**src/rtl/arm_pkg.sv**
```systemverilog
// Shared ARM encoding definitions for the decode stage and its helpers.
//   - instruction class encodings taken from inst[27:26]
//   - data-processing opcode values from inst[24:21]
//   - architectural register indices for LR and PC
//   - id_ex_t: the ID/EX pipeline register contents (PC-width fields excluded)
package arm_pkg;

  typedef enum logic [1:0] {
    CLS_DP  = 2'b00,
    CLS_MEM = 2'b01,
    CLS_BR  = 2'b10,
    CLS_UND = 2'b11
  } inst_class_e;

  typedef enum logic [3:0] {
    OP_AND = 4'h0,
    OP_EOR = 4'h1,
    OP_SUB = 4'h2,
    OP_RSB = 4'h3,
    OP_ADD = 4'h4,
    OP_ADC = 4'h5,
    OP_SBC = 4'h6,
    OP_RSC = 4'h7,
    OP_TST = 4'h8,
    OP_TEQ = 4'h9,
    OP_CMP = 4'hA,
    OP_CMN = 4'hB,
    OP_ORR = 4'hC,
    OP_MOV = 4'hD,
    OP_BIC = 4'hE,
    OP_MVN = 4'hF
  } dp_op_e;

  localparam logic [3:0] REG_LR = 4'd14;
  localparam logic [3:0] REG_PC = 4'd15;

  typedef struct packed {
    logic        vld;
    logic [3:0]  cond;
    logic [3:0]  rn;
    logic [3:0]  rd;
    logic [3:0]  rm;
    logic [3:0]  alu_op;
    logic        imm_sel;
    logic [11:0] imm12;
    logic        set_flags;
    logic        reg_write;
    logic        mem_read;
    logic        mem_write;
    logic        up;
    logic        pre;
    logic        branch;
    logic        link;
    logic [23:0] offset;
    logic        writes_pc;
  } id_ex_t;

  // Compare-class ops update flags only; they never write rd.
  function automatic logic is_compare_op(input logic [3:0] op);
    return (op == OP_TST) || (op == OP_TEQ) || (op == OP_CMP) || (op == OP_CMN);
  endfunction

  // MOV/MVN take only operand2; rn is not read.
  function automatic logic is_move_op(input logic [3:0] op);
    return (op == OP_MOV) || (op == OP_MVN);
  endfunction

endpackage

```
**src/rtl/hazard_detect.sv**
```systemverilog
// Load-use hazard detection (purely combinational).
// Compares the source registers of the instruction arriving from fetch with
// the destination of a load currently held in the ID/EX register.
//   vld          : fetch instruction is real
//   cls/opc      : inst[27:26] / inst[24:21]
//   i_bit/l_bit  : inst[25] / inst[20]
//   rn/rd/rm     : register fields of the fetch instruction
//   ex_vld/ex_mem_read/ex_rd : state of the ID/EX entry
//   hazard       : dependent instruction must wait one cycle
module hazard_detect
  import arm_pkg::*;
(
  input  logic       vld,
  input  logic [1:0] cls,
  input  logic [3:0] opc,
  input  logic       i_bit,
  input  logic       l_bit,
  input  logic [3:0] rn,
  input  logic [3:0] rd,
  input  logic [3:0] rm,
  input  logic       ex_vld,
  input  logic       ex_mem_read,
  input  logic [3:0] ex_rd,
  output logic       hazard
);

  logic use_rn;
  logic use_rm;
  logic use_rd;
  logic match;

  always_comb begin
    use_rn = 1'b0;
    use_rm = 1'b0;
    use_rd = 1'b0;
    case (cls)
      CLS_DP: begin
        use_rn = !is_move_op(opc);
        use_rm = !i_bit;
      end
      CLS_MEM: begin
        use_rn = 1'b1;
        // Transfers invert the I-bit sense: I=1 means register offset.
        use_rm = i_bit;
        // Stores read rd as the data to write.
        use_rd = !l_bit;
      end
      default: begin
      end
    endcase
  end

  always_comb begin
    match  = (use_rn && (rn == ex_rd)) ||
             (use_rm && (rm == ex_rd)) ||
             (use_rd && (rd == ex_rd));
    // A load into PC redirects the pipeline, so it is never forwarded from.
    hazard = vld && ex_vld && ex_mem_read && (ex_rd != REG_PC) && match;
  end

endmodule

```
**src/rtl/decode_stage.sv**
```systemverilog
// ID stage of the 5-stage ARM pipeline.
// Splits the fetched instruction into register addresses, immediates and
// control flags and registers them into the ID/EX register (1-cycle latency).
// A load-use dependency against the ID/EX entry inserts a bubble and holds
// fetch through stall_o.
//   clk_i, reset_i (sync, active-low)
//   valid_i, inst_i, pc_i     : fetch output
//   stall_i                   : hold every ID/EX register
//   flush_i                   : kill the entry being written
//   stall_o                   : combinational load-use stall to fetch
//   remaining *_o             : registered ID/EX fields
module decode_stage
  import arm_pkg::*;
#(
  parameter int PC_W = 32
) (
  input  logic            clk_i,
  input  logic            reset_i,
  input  logic            valid_i,
  input  logic [31:0]     inst_i,
  input  logic [PC_W-1:0] pc_i,
  input  logic            stall_i,
  input  logic            flush_i,
  output logic            stall_o,
  output logic            valid_o,
  output logic [3:0]      cond_o,
  output logic [PC_W-1:0] pc_plus8_o,
  output logic [3:0]      rn_addr_o,
  output logic [3:0]      rd_addr_o,
  output logic [3:0]      rm_addr_o,
  output logic [3:0]      alu_op_o,
  output logic            imm_sel_o,
  output logic [11:0]     imm12_o,
  output logic            set_flags_o,
  output logic            reg_write_o,
  output logic            mem_read_o,
  output logic            mem_write_o,
  output logic            up_o,
  output logic            pre_o,
  output logic            branch_o,
  output logic            link_o,
  output logic [23:0]     branch_offset_o,
  output logic            writes_pc_o
);

  logic [1:0]      cls;
  logic [3:0]      opc;
  id_ex_t          dec_p0;
  id_ex_t          ex_p1;
  logic [PC_W-1:0] pc_plus8_p1;
  logic            hazard;
  logic            kill;

  assign cls = inst_i[27:26];
  assign opc = inst_i[24:21];

  // ---- p0: combinational decode of the fetch instruction ----
  always_comb begin
    dec_p0           = '0;
    dec_p0.vld       = valid_i;
    dec_p0.cond      = inst_i[31:28];
    dec_p0.rn        = inst_i[19:16];
    dec_p0.rd        = inst_i[15:12];
    dec_p0.rm        = inst_i[3:0];
    dec_p0.imm12     = inst_i[11:0];
    dec_p0.offset    = inst_i[23:0];
    case (cls)
      CLS_DP: begin
        dec_p0.alu_op    = opc;
        dec_p0.imm_sel   = inst_i[25];
        dec_p0.set_flags = inst_i[20];
        dec_p0.reg_write = !is_compare_op(opc);
      end
      CLS_MEM: begin
        dec_p0.alu_op    = OP_ADD;
        dec_p0.imm_sel   = !inst_i[25];
        dec_p0.mem_read  = inst_i[20];
        dec_p0.mem_write = !inst_i[20];
        dec_p0.reg_write = inst_i[20];
        dec_p0.up        = inst_i[23];
        dec_p0.pre       = inst_i[24];
      end
      CLS_BR: begin
        dec_p0.branch    = 1'b1;
        dec_p0.link      = inst_i[24];
        if (inst_i[24]) begin
          dec_p0.reg_write = 1'b1;
          dec_p0.rd        = REG_LR;
        end
      end
      default: begin
        // Undefined class: fields captured, entry marked dead.
        dec_p0.vld = 1'b0;
      end
    endcase
    dec_p0.writes_pc = dec_p0.reg_write && (dec_p0.rd == REG_PC) && !dec_p0.link;
    if (!valid_i) begin
      dec_p0.set_flags = 1'b0;
      dec_p0.reg_write = 1'b0;
      dec_p0.mem_read  = 1'b0;
      dec_p0.mem_write = 1'b0;
      dec_p0.branch    = 1'b0;
      dec_p0.link      = 1'b0;
      dec_p0.writes_pc = 1'b0;
    end
  end

  hazard_detect u_hazard (
    .vld         (valid_i),
    .cls         (cls),
    .opc         (opc),
    .i_bit       (inst_i[25]),
    .l_bit       (inst_i[20]),
    .rn          (inst_i[19:16]),
    .rd          (inst_i[15:12]),
    .rm          (inst_i[3:0]),
    .ex_vld      (ex_p1.vld),
    .ex_mem_read (ex_p1.mem_read),
    .ex_rd       (ex_p1.rd),
    .hazard      (hazard)
  );

  assign stall_o = hazard && !flush_i && reset_i;

  // Flush outranks stall_i; a hazard bubble only applies when not held.
  assign kill = flush_i || (!stall_i && hazard);

  // ---- p1: ID/EX register ----
  always_ff @(posedge clk_i) begin
    if (!reset_i) begin
      ex_p1       <= '0;
      pc_plus8_p1 <= '0;
    end else if (kill) begin
      ex_p1.vld       <= 1'b0;
      ex_p1.set_flags <= 1'b0;
      ex_p1.reg_write <= 1'b0;
      ex_p1.mem_read  <= 1'b0;
      ex_p1.mem_write <= 1'b0;
      ex_p1.branch    <= 1'b0;
      ex_p1.link      <= 1'b0;
      ex_p1.writes_pc <= 1'b0;
    end else if (!stall_i) begin
      ex_p1       <= dec_p0;
      pc_plus8_p1 <= pc_i + PC_W'(8);
    end
  end

  assign valid_o         = ex_p1.vld;
  assign cond_o          = ex_p1.cond;
  assign pc_plus8_o      = pc_plus8_p1;
  assign rn_addr_o       = ex_p1.rn;
  assign rd_addr_o       = ex_p1.rd;
  assign rm_addr_o       = ex_p1.rm;
  assign alu_op_o        = ex_p1.alu_op;
  assign imm_sel_o       = ex_p1.imm_sel;
  assign imm12_o         = ex_p1.imm12;
  assign set_flags_o     = ex_p1.set_flags;
  assign reg_write_o     = ex_p1.reg_write;
  assign mem_read_o      = ex_p1.mem_read;
  assign mem_write_o     = ex_p1.mem_write;
  assign up_o            = ex_p1.up;
  assign pre_o           = ex_p1.pre;
  assign branch_o        = ex_p1.branch;
  assign link_o          = ex_p1.link;
  assign branch_offset_o = ex_p1.offset;
  assign writes_pc_o     = ex_p1.writes_pc;

endmodule

```
**config.mk**
```make
export PLATFORM = sky130hd
export DESIGN_NAME = decode_stage
export DESIGN_NICKNAME = d
export VERILOG_FILES = /design/src/rtl/arm_pkg.sv /design/src/rtl/hazard_detect.sv /design/src/rtl/decode_stage.sv
export SDC_FILE = /design/constraint.sdc
export NUM_CORES = 1
export LEC_CHECK = 0
export ABC_AREA = 1
export BUFFER_PORTS_ARGS = -buffer_cell sky130_fd_sc_hd__buf_2
export CAP_MARGIN = 40
export CORE_ASPECT_RATIO = 0.8
export CORE_MARGIN = 2
export CORE_UTILIZATION = 45
export CTS_BUF_LIST = sky130_fd_sc_hd__clkbuf_4 sky130_fd_sc_hd__clkbuf_8 sky130_fd_sc_hd__clkbuf_16
export CTS_CLUSTER_DIAMETER = 60
export DETAILED_ROUTE_END_ITERATION = 10
export HOLD_SLACK_MARGIN = 0.08
export PLACE_DENSITY = 0.77
export SYNTH_ARGS = -nofsm -noshare
export SYNTH_HDL_FRONTEND = slang
export SYNTH_SLANG_ARGS = --single-unit
```
**constraint.sdc**
```tcl
create_clock -name clk_i -period 1.5 [get_ports clk_i]
set_input_delay 0.225 -clock clk_i [delete_from_list [all_inputs] [get_ports clk_i]]
set_output_delay 0.225 -clock clk_i [all_outputs]
set_load 0.02 [all_outputs]
```
==> results.json, run 1 <==
{
  "async_flop_share_pct": 0,
  "port_buffers": 168,
  "design.core.area_mm2": 0.00961,
  "wl_per_cell_um": 14.5,
  "initial_utilization_pct": 46.0,
  "highest_layer": "met4",
  "fp-row-count": 32,
  "synthCells": 693,
  "clockBufferDepth": 2,
  "cts-buffers-inserted": 9,
  "cp_data_arrival_time_ps": 1500,
  "fin_skew_ps": 8.25,
  "irDropWorstVdd_mv": 0.571,
  "htreeDepth": 3,
  "dpl.hpwl_um": 9610,
  "synth_edf_count": 0,
  "grt_pass1_vias": 4461,
  "clockRootBuffer": "clkbuf_16",
  "cts_tree": "yes",
  "slew_headroom_pct": 71.2,
  "die_w_um": 115,
  "io_pins": 169,
  "synth_seq_area_share_pct": 35.8,
  "drive_gt1_share_pct": 41.5,
  "avgViaCountPerCell": 4.87,
  "synth-seq-cells": 79,
  "grt.total_usage_pct": 24.7,
  "critPathLaunchType": "flip-flop",
  "antenna_found_initial": 0,
  "max-cap-violations": 0,
  "dp.cells": 1002,
  "route.met2.wl_um": 6930,
  "synth_nets": 763,
  "worst_pin_slew_ps": 432,
  "grt_first_pass_wirelength_um": 20900,
  "status": "finished, violations left",
  "mostFrequentLayoutCells": "nand2_1, buf_2, nor2_1",
  "die_y_um": 92.7,
  "syn-cell-area_mm2": 0.00442,
  "switching_share_pct": 28.1,
  "worstHoldPathType": "in -> reg",
  "worstPathMaxFanout": 4,
  "cts.sinks": 79,
  "routabilityCongestion": 0.955,
  "final-setup-viol-count": 80,
  "drt_first_pass_iters": 5,
  "intPower_mw": 4.50,
  "synth_cell_types": 29,
  "violations": "negative setup slack",
  "drtIter0Drc": 308,
  "cp.required_ps": 1270,
  "dr_wl_met3_um": 1040,
  "ys.warnings.count": 0,
  "p_leak_nw": 3.51,
  "wl_um": 15000,
  "die_area_mm2": 0.0106,
  "grt_max_degree": 43,
  "fin_cells": 1034,
  "fin_crit_sh_pct": 115,
  "power_density_mw_per_mm2": 912,
  "combPwrFrac_pct": 21.2,
  "rsz0062_at_grt": "true",
  "postRouteAntennaNets": 0,
  "clk_pin_slew_ps": 60,
  "switchingPower_mw": 1.76,
  "drv_slew": 0,
  "fillers": 782,
  "cp-end-kind": "primary output",
  "synth_ff_type": "dfxtp_1",
  "met1_length_um": 6910,
  "period_needed_ps": 1730,
  "vias": 5032,
  "setup_slack_ps": -225,
  "power_frac_seq_pct": 37.0,
  "pre_cts_ws_ps": -189,
  "cts_hold_buffers": 0,
  "post-route-drc-count": 0,
  "power_frac_clock_pct": 41.9,
  "clock_latency_ps": 330,
  "crit_type": "reg -> out",
  "timing.fmax_mhz": 580,
  "grt_overflow": 0,
  "finalNetCount": 980,
  "syn_area_per_cell_um2": 6.38,
  "antenna_cells": 0,
  "area_growth_pct": 55.1,
  "hold_viol_final": 0
}
==> area by class of cell <==
class,instances,area [um2],share of cell area [%]
clock buffer,13,297,4.32
multi-input combinational,517,2710,39.6
tap,119,149,2.17
clock inverter,3,68.8,1.00
sequential,79,1600,23.3
inverter,46,185,2.70
timing repair buffer,257,1850,27.0
==> path summary, 6_finish.rpt <==
check,from,end,slack (ps),cells after the start
worst min register to register,link_o$_SDFFE_PP0N_,link_o$_SDFFE_PP0N_,470,2
worst max-delay path,rd_addr_o[3]$_SDFFE_PN0P_,stall_o,-230,8
worst max register to register,rd_addr_o[3]$_SDFFE_PN0P_,imm12_o[5]$_SDFFE_PN0P_,-190,12
worst min-delay path,inst_i[22],branch_offset_o[22]$_SDFFE_PN0P_,200,3
==> worst max-delay path, stage by stage (launching register included) <==
cell     delay [ps]
dfxtp_4         370
buf_6           130
nand2_4          40
nand2_2          50
nor2_2           80
nand3_1          90
nand3_2         120
and3_4          190
buf_6           110
==> through the flow <==
step | utilization [%] | hold slack (ps) | setup TNS (ps) | total power, mW | cell area [um2]
floorplan | - | 389 | 0 | 3.04 | 4430
CTS | 64.0 | 174 | -7550 | 6.15 | 6150
global route | 71.4 | 202 | -17990 | 6.53 | 6860
detailed placement | 59.3 | 446 | -11270 | 3.49 | 5700
finish | 71.4 | 202 | -10770 | 6.25 | 6860
global placement | 59.3 | 447 | -11910 | 3.48 | 5700
==> per-layer routing <==
layer	GRT usage, %	vias up
li1	-	2578
met1	34.3	2248
met2	39.2	191
met3	5.24	15
met4	5.82	0
met5	0	-
==> synthesized netlist by cell type (7+ instances only) <==
master    count  area [um2]
nand2_1     187         702
nor2_1      185         694
dfxtp_1      79        1580
nand3_1      54         270
inv_1        40         150
nand3b_1     32         240
buf_4        20         150
a21oi_1      14        70.1
clkbuf_1     13        48.8
xor2_1       13         114
buf_6        10         113
buf_2         8        40.0
xnor2_1       7        61.3
==> sequential cells by signal, summed over array words and instances, names as in the netlist <==
name             cells
pc_plus8_o          32
branch_offset_o     10
imm12_o              8
alu_op_o             4
cond_o               4
rd_addr_o            4
rm_addr_o            3
rn_addr_o            3
branch_o             1
imm_sel_o            1
link_o               1
mem_read_o           1
mem_write_o          1
pre_o                1
reg_write_o          1
set_flags_o          1
up_o                 1
valid_o              1
writes_pc_o          1
==> power groups by stage <==
stage	clock (mW)	combinational (mW)	sequential (mW)
floorplan	0	0.551	2.49
global placement	0	1.14	2.34
detailed placement	0	1.14	2.34
CTS	2.68	1.17	2.30
global route	2.76	1.45	2.32
finish	2.62	1.32	2.31
==> repair_timing <==
item	4_1_cts	5_1_grt
resized for setup	10	116
endpoints found under the setup margin	80	80
pin swaps	6	47
gates cloned	1	13
buffers inserted	1	1
==> logic make-up (layout without fill, tap and decap cells) <==
family	after synthesis	after routing	share of synthesized area [%]
compound gates	22	22	2.72
flops	79	79	35.8
simple gates	474	474	45.4
xor+xnor	20	20	3.96
buf+inv	97	319	11.9
fa+ha+maj	1	1	0.283
Note: power is estimated with default switching activity, not from simulation.
==> inputs of run 2 (changes only) <==
- CORE_ASPECT_RATIO: 0.8 -> not set
- SETUP_SLACK_MARGIN: not set -> 0.05
- TNS_END_PERCENT: not set -> 50
==> results.json, run 2 (synthesized netlist as in run 1, its figures left out) <==
{
  "multiInputGateArea_mm2": 0.00246,
  "max-cap-violations": 0,
  "grt_max_degree": 66,
  "routabilityCongestion": 0.983,
  "cts-buffers-inserted": 9,
  "drtIter0Drc": 189,
  "grt.total_usage_pct": 23.3,
  "htreeDepth": 3,
  "initial_utilization_pct": 45.9,
  "irDropWorstVdd_mv": 0.568,
  "mostFrequentLayoutCells": "nand2_1, buf_2, nor2_1",
  "fillers": 918,
  "setup_slack_ps": -233,
  "power_density_mw_per_mm2": 819,
  "finalNetCount": 970,
  "dpl.hpwl_um": 9460,
  "clk_pin_slew_ps": 100,
  "clockRootBuffer": "clkbuf_8",
  "wl_um": 13000,
  "timing.rr.end": "branch_offset_o[23]$_SDFFE_PN0P_",
  "drt_first_pass_iters": 5,
  "design.core.area_mm2": 0.00964,
  "timing.hold.ws_ps": 180,
  "antenna_found_initial": 0,
  "avgViaCountPerCell": 4.81,
  "worstHoldPathType": "in -> reg",
  "die_area_mm2": 0.0106,
  "slew_headroom_pct": 80.1,
  "area_growth_pct": 39.9,
  "ff2ff_setup_slack_ps": -230,
  "antenna_cells": 0,
  "worst_pin_slew_ps": 299,
  "grt_pass1_vias": 4209,
  "fp-row-count": 36,
  "grt_first_pass_wirelength_um": 19600,
  "post-route-drc-count": 0,
  "worst-r2r-cell-count": 14,
  "area.sequential_mm2": 0.00160,
  "cp_data_arrival_time_ps": 1510,
  "postRouteAntennaNets": 0,
  "cp-end-kind": "primary output",
  "status": "finished, violations left",
  "die_y_um": 103,
  "reg2reg_from": "rd_addr_o[0]$_SDFFE_PN0P_",
  "final_common_cell": "nand2_1",
  "timing.fmax_mhz": 577,
  "crit_type": "reg -> out",
  "wl_per_cell_um": 12.6,
  "total_power_mw": 5.06,
  "rsz0062_at_grt": "true",
  "cp.required_ps": 1270,
  "clockBufferDepth": 2,
  "grt_overflow": 0,
  "largest_register_ffs": 32,
  "drive_gt1_share_pct": 35.2,
  "io_pins": 169,
  "clock_latency_ps": 340,
  "worstPathMaxFanout": 6,
  "period_needed_ps": 1730,
  "hold_path_end": "imm12_o[9]$_SDFFE_PN0P_",
  "drv_slew": 0,
  "hold_viol_final": 0,
  "fin_skew_ps": 16.9,
  "worstHoldStart": "inst_i[9]",
  "cts.sinks": 79,
  "p_leak_nw": 3.22,
  "critPathLaunchType": "flip-flop",
  "final-setup-viol-count": 80,
  "port_buffers": 168,
  "hold_path_depth": 4,
  "cts_tree": "yes",
  "fin_crit_sh_pct": 116,
  "vias": 4989,
  "violations": "negative setup slack",
  "die_w_um": 103
}
## run 2: worst max path at each step
stage                               from                           to  cells after the start
3_3_place_gp                  inst_i[26]          link_o$_SDFFE_PP0N_                     12
3_5_place_dp                  inst_i[27]       cond_o[0]$_SDFFE_PN0P_                     13
4_1_cts        rd_addr_o[2]$_SDFFE_PN0P_                      stall_o                      8
6_report       rd_addr_o[0]$_SDFFE_PN0P_                      stall_o                      8
5_1_grt        rd_addr_o[0]$_SDFFE_PN0P_  pc_plus8_o[11]$_SDFFE_PN0P_                     13
2_1_floorplan  rd_addr_o[3]$_SDFFE_PN0P_    rm_addr_o[0]$_SDFFE_PN0P_                     13
## run 2: metrics by stage
| stage | setup slack, ps | std cells | setup TNS, ps | area, um2 | util, % |
|---|---|---|---|---|---|
| final | -233 | 1038 | -11990 | 6180 | 64.2 |
| after global routing | -350 | 1038 | -20860 | 6180 | 64.2 |
| after CTS | -214 | 1035 | -10420 | 6040 | 62.7 |
| after detailed placement | -193 | 1013 | -10980 | 5680 | 58.9 |
| after global placement | -159 | 1013 | -8110 | 5680 | 58.9 |
| after floorplan | 33.9 | 693 | 0 | 4440 | - |
## run 2: timing repair
item                       in CTS  in global routing
pin swaps                      14                  9
setup buffers                   5                  2
setup endpoints to repair      80                 80
hold buffers                    0                  0
gates cloned                    1                  2
gates resized for setup        31                 34
## run 2: where the power goes
part	switching (mW)	leakage, nW	total, mW	internal, mW
registers	0.0923	0.654	2.31	2.22
clock network	0.874	0.0891	1.51	0.632
logic	0.721	2.48	1.25	0.524
total	1.69	3.22	5.06	3.38
## run 2: per-layer routing
metal	share of wire [%]	routed length [um]	track usage [%]	vias up
li1	-	-	-	2560
met1	45	5860	31.5	2236
met2	47	6140	37.9	179
met3	6.7	868	4.34	14
met4	1.3	169	6.78	0
met5	0	0	0	-
## run 2: worst max-delay path, cell delays in order, from the launching register on
cell,delay [ps]
dfxtp_4,390
inv_2,50
nand2_1,50
nand2_1,50
nor2_1,110
nand3_1,110
nand3_2,100
and3_4,180
buf_6,110
## run 2: area by class of cell
cell class / count / share of cell area [%]
clock buffer: 9 / 2.00
clock inverter: 7 / 0.951
inverter: 46 / 2.99
multi-input combinational: 517 / 39.8
sequential: 79 / 25.9
tap: 133 / 2.69
timing repair buffer: 247 / 25.7
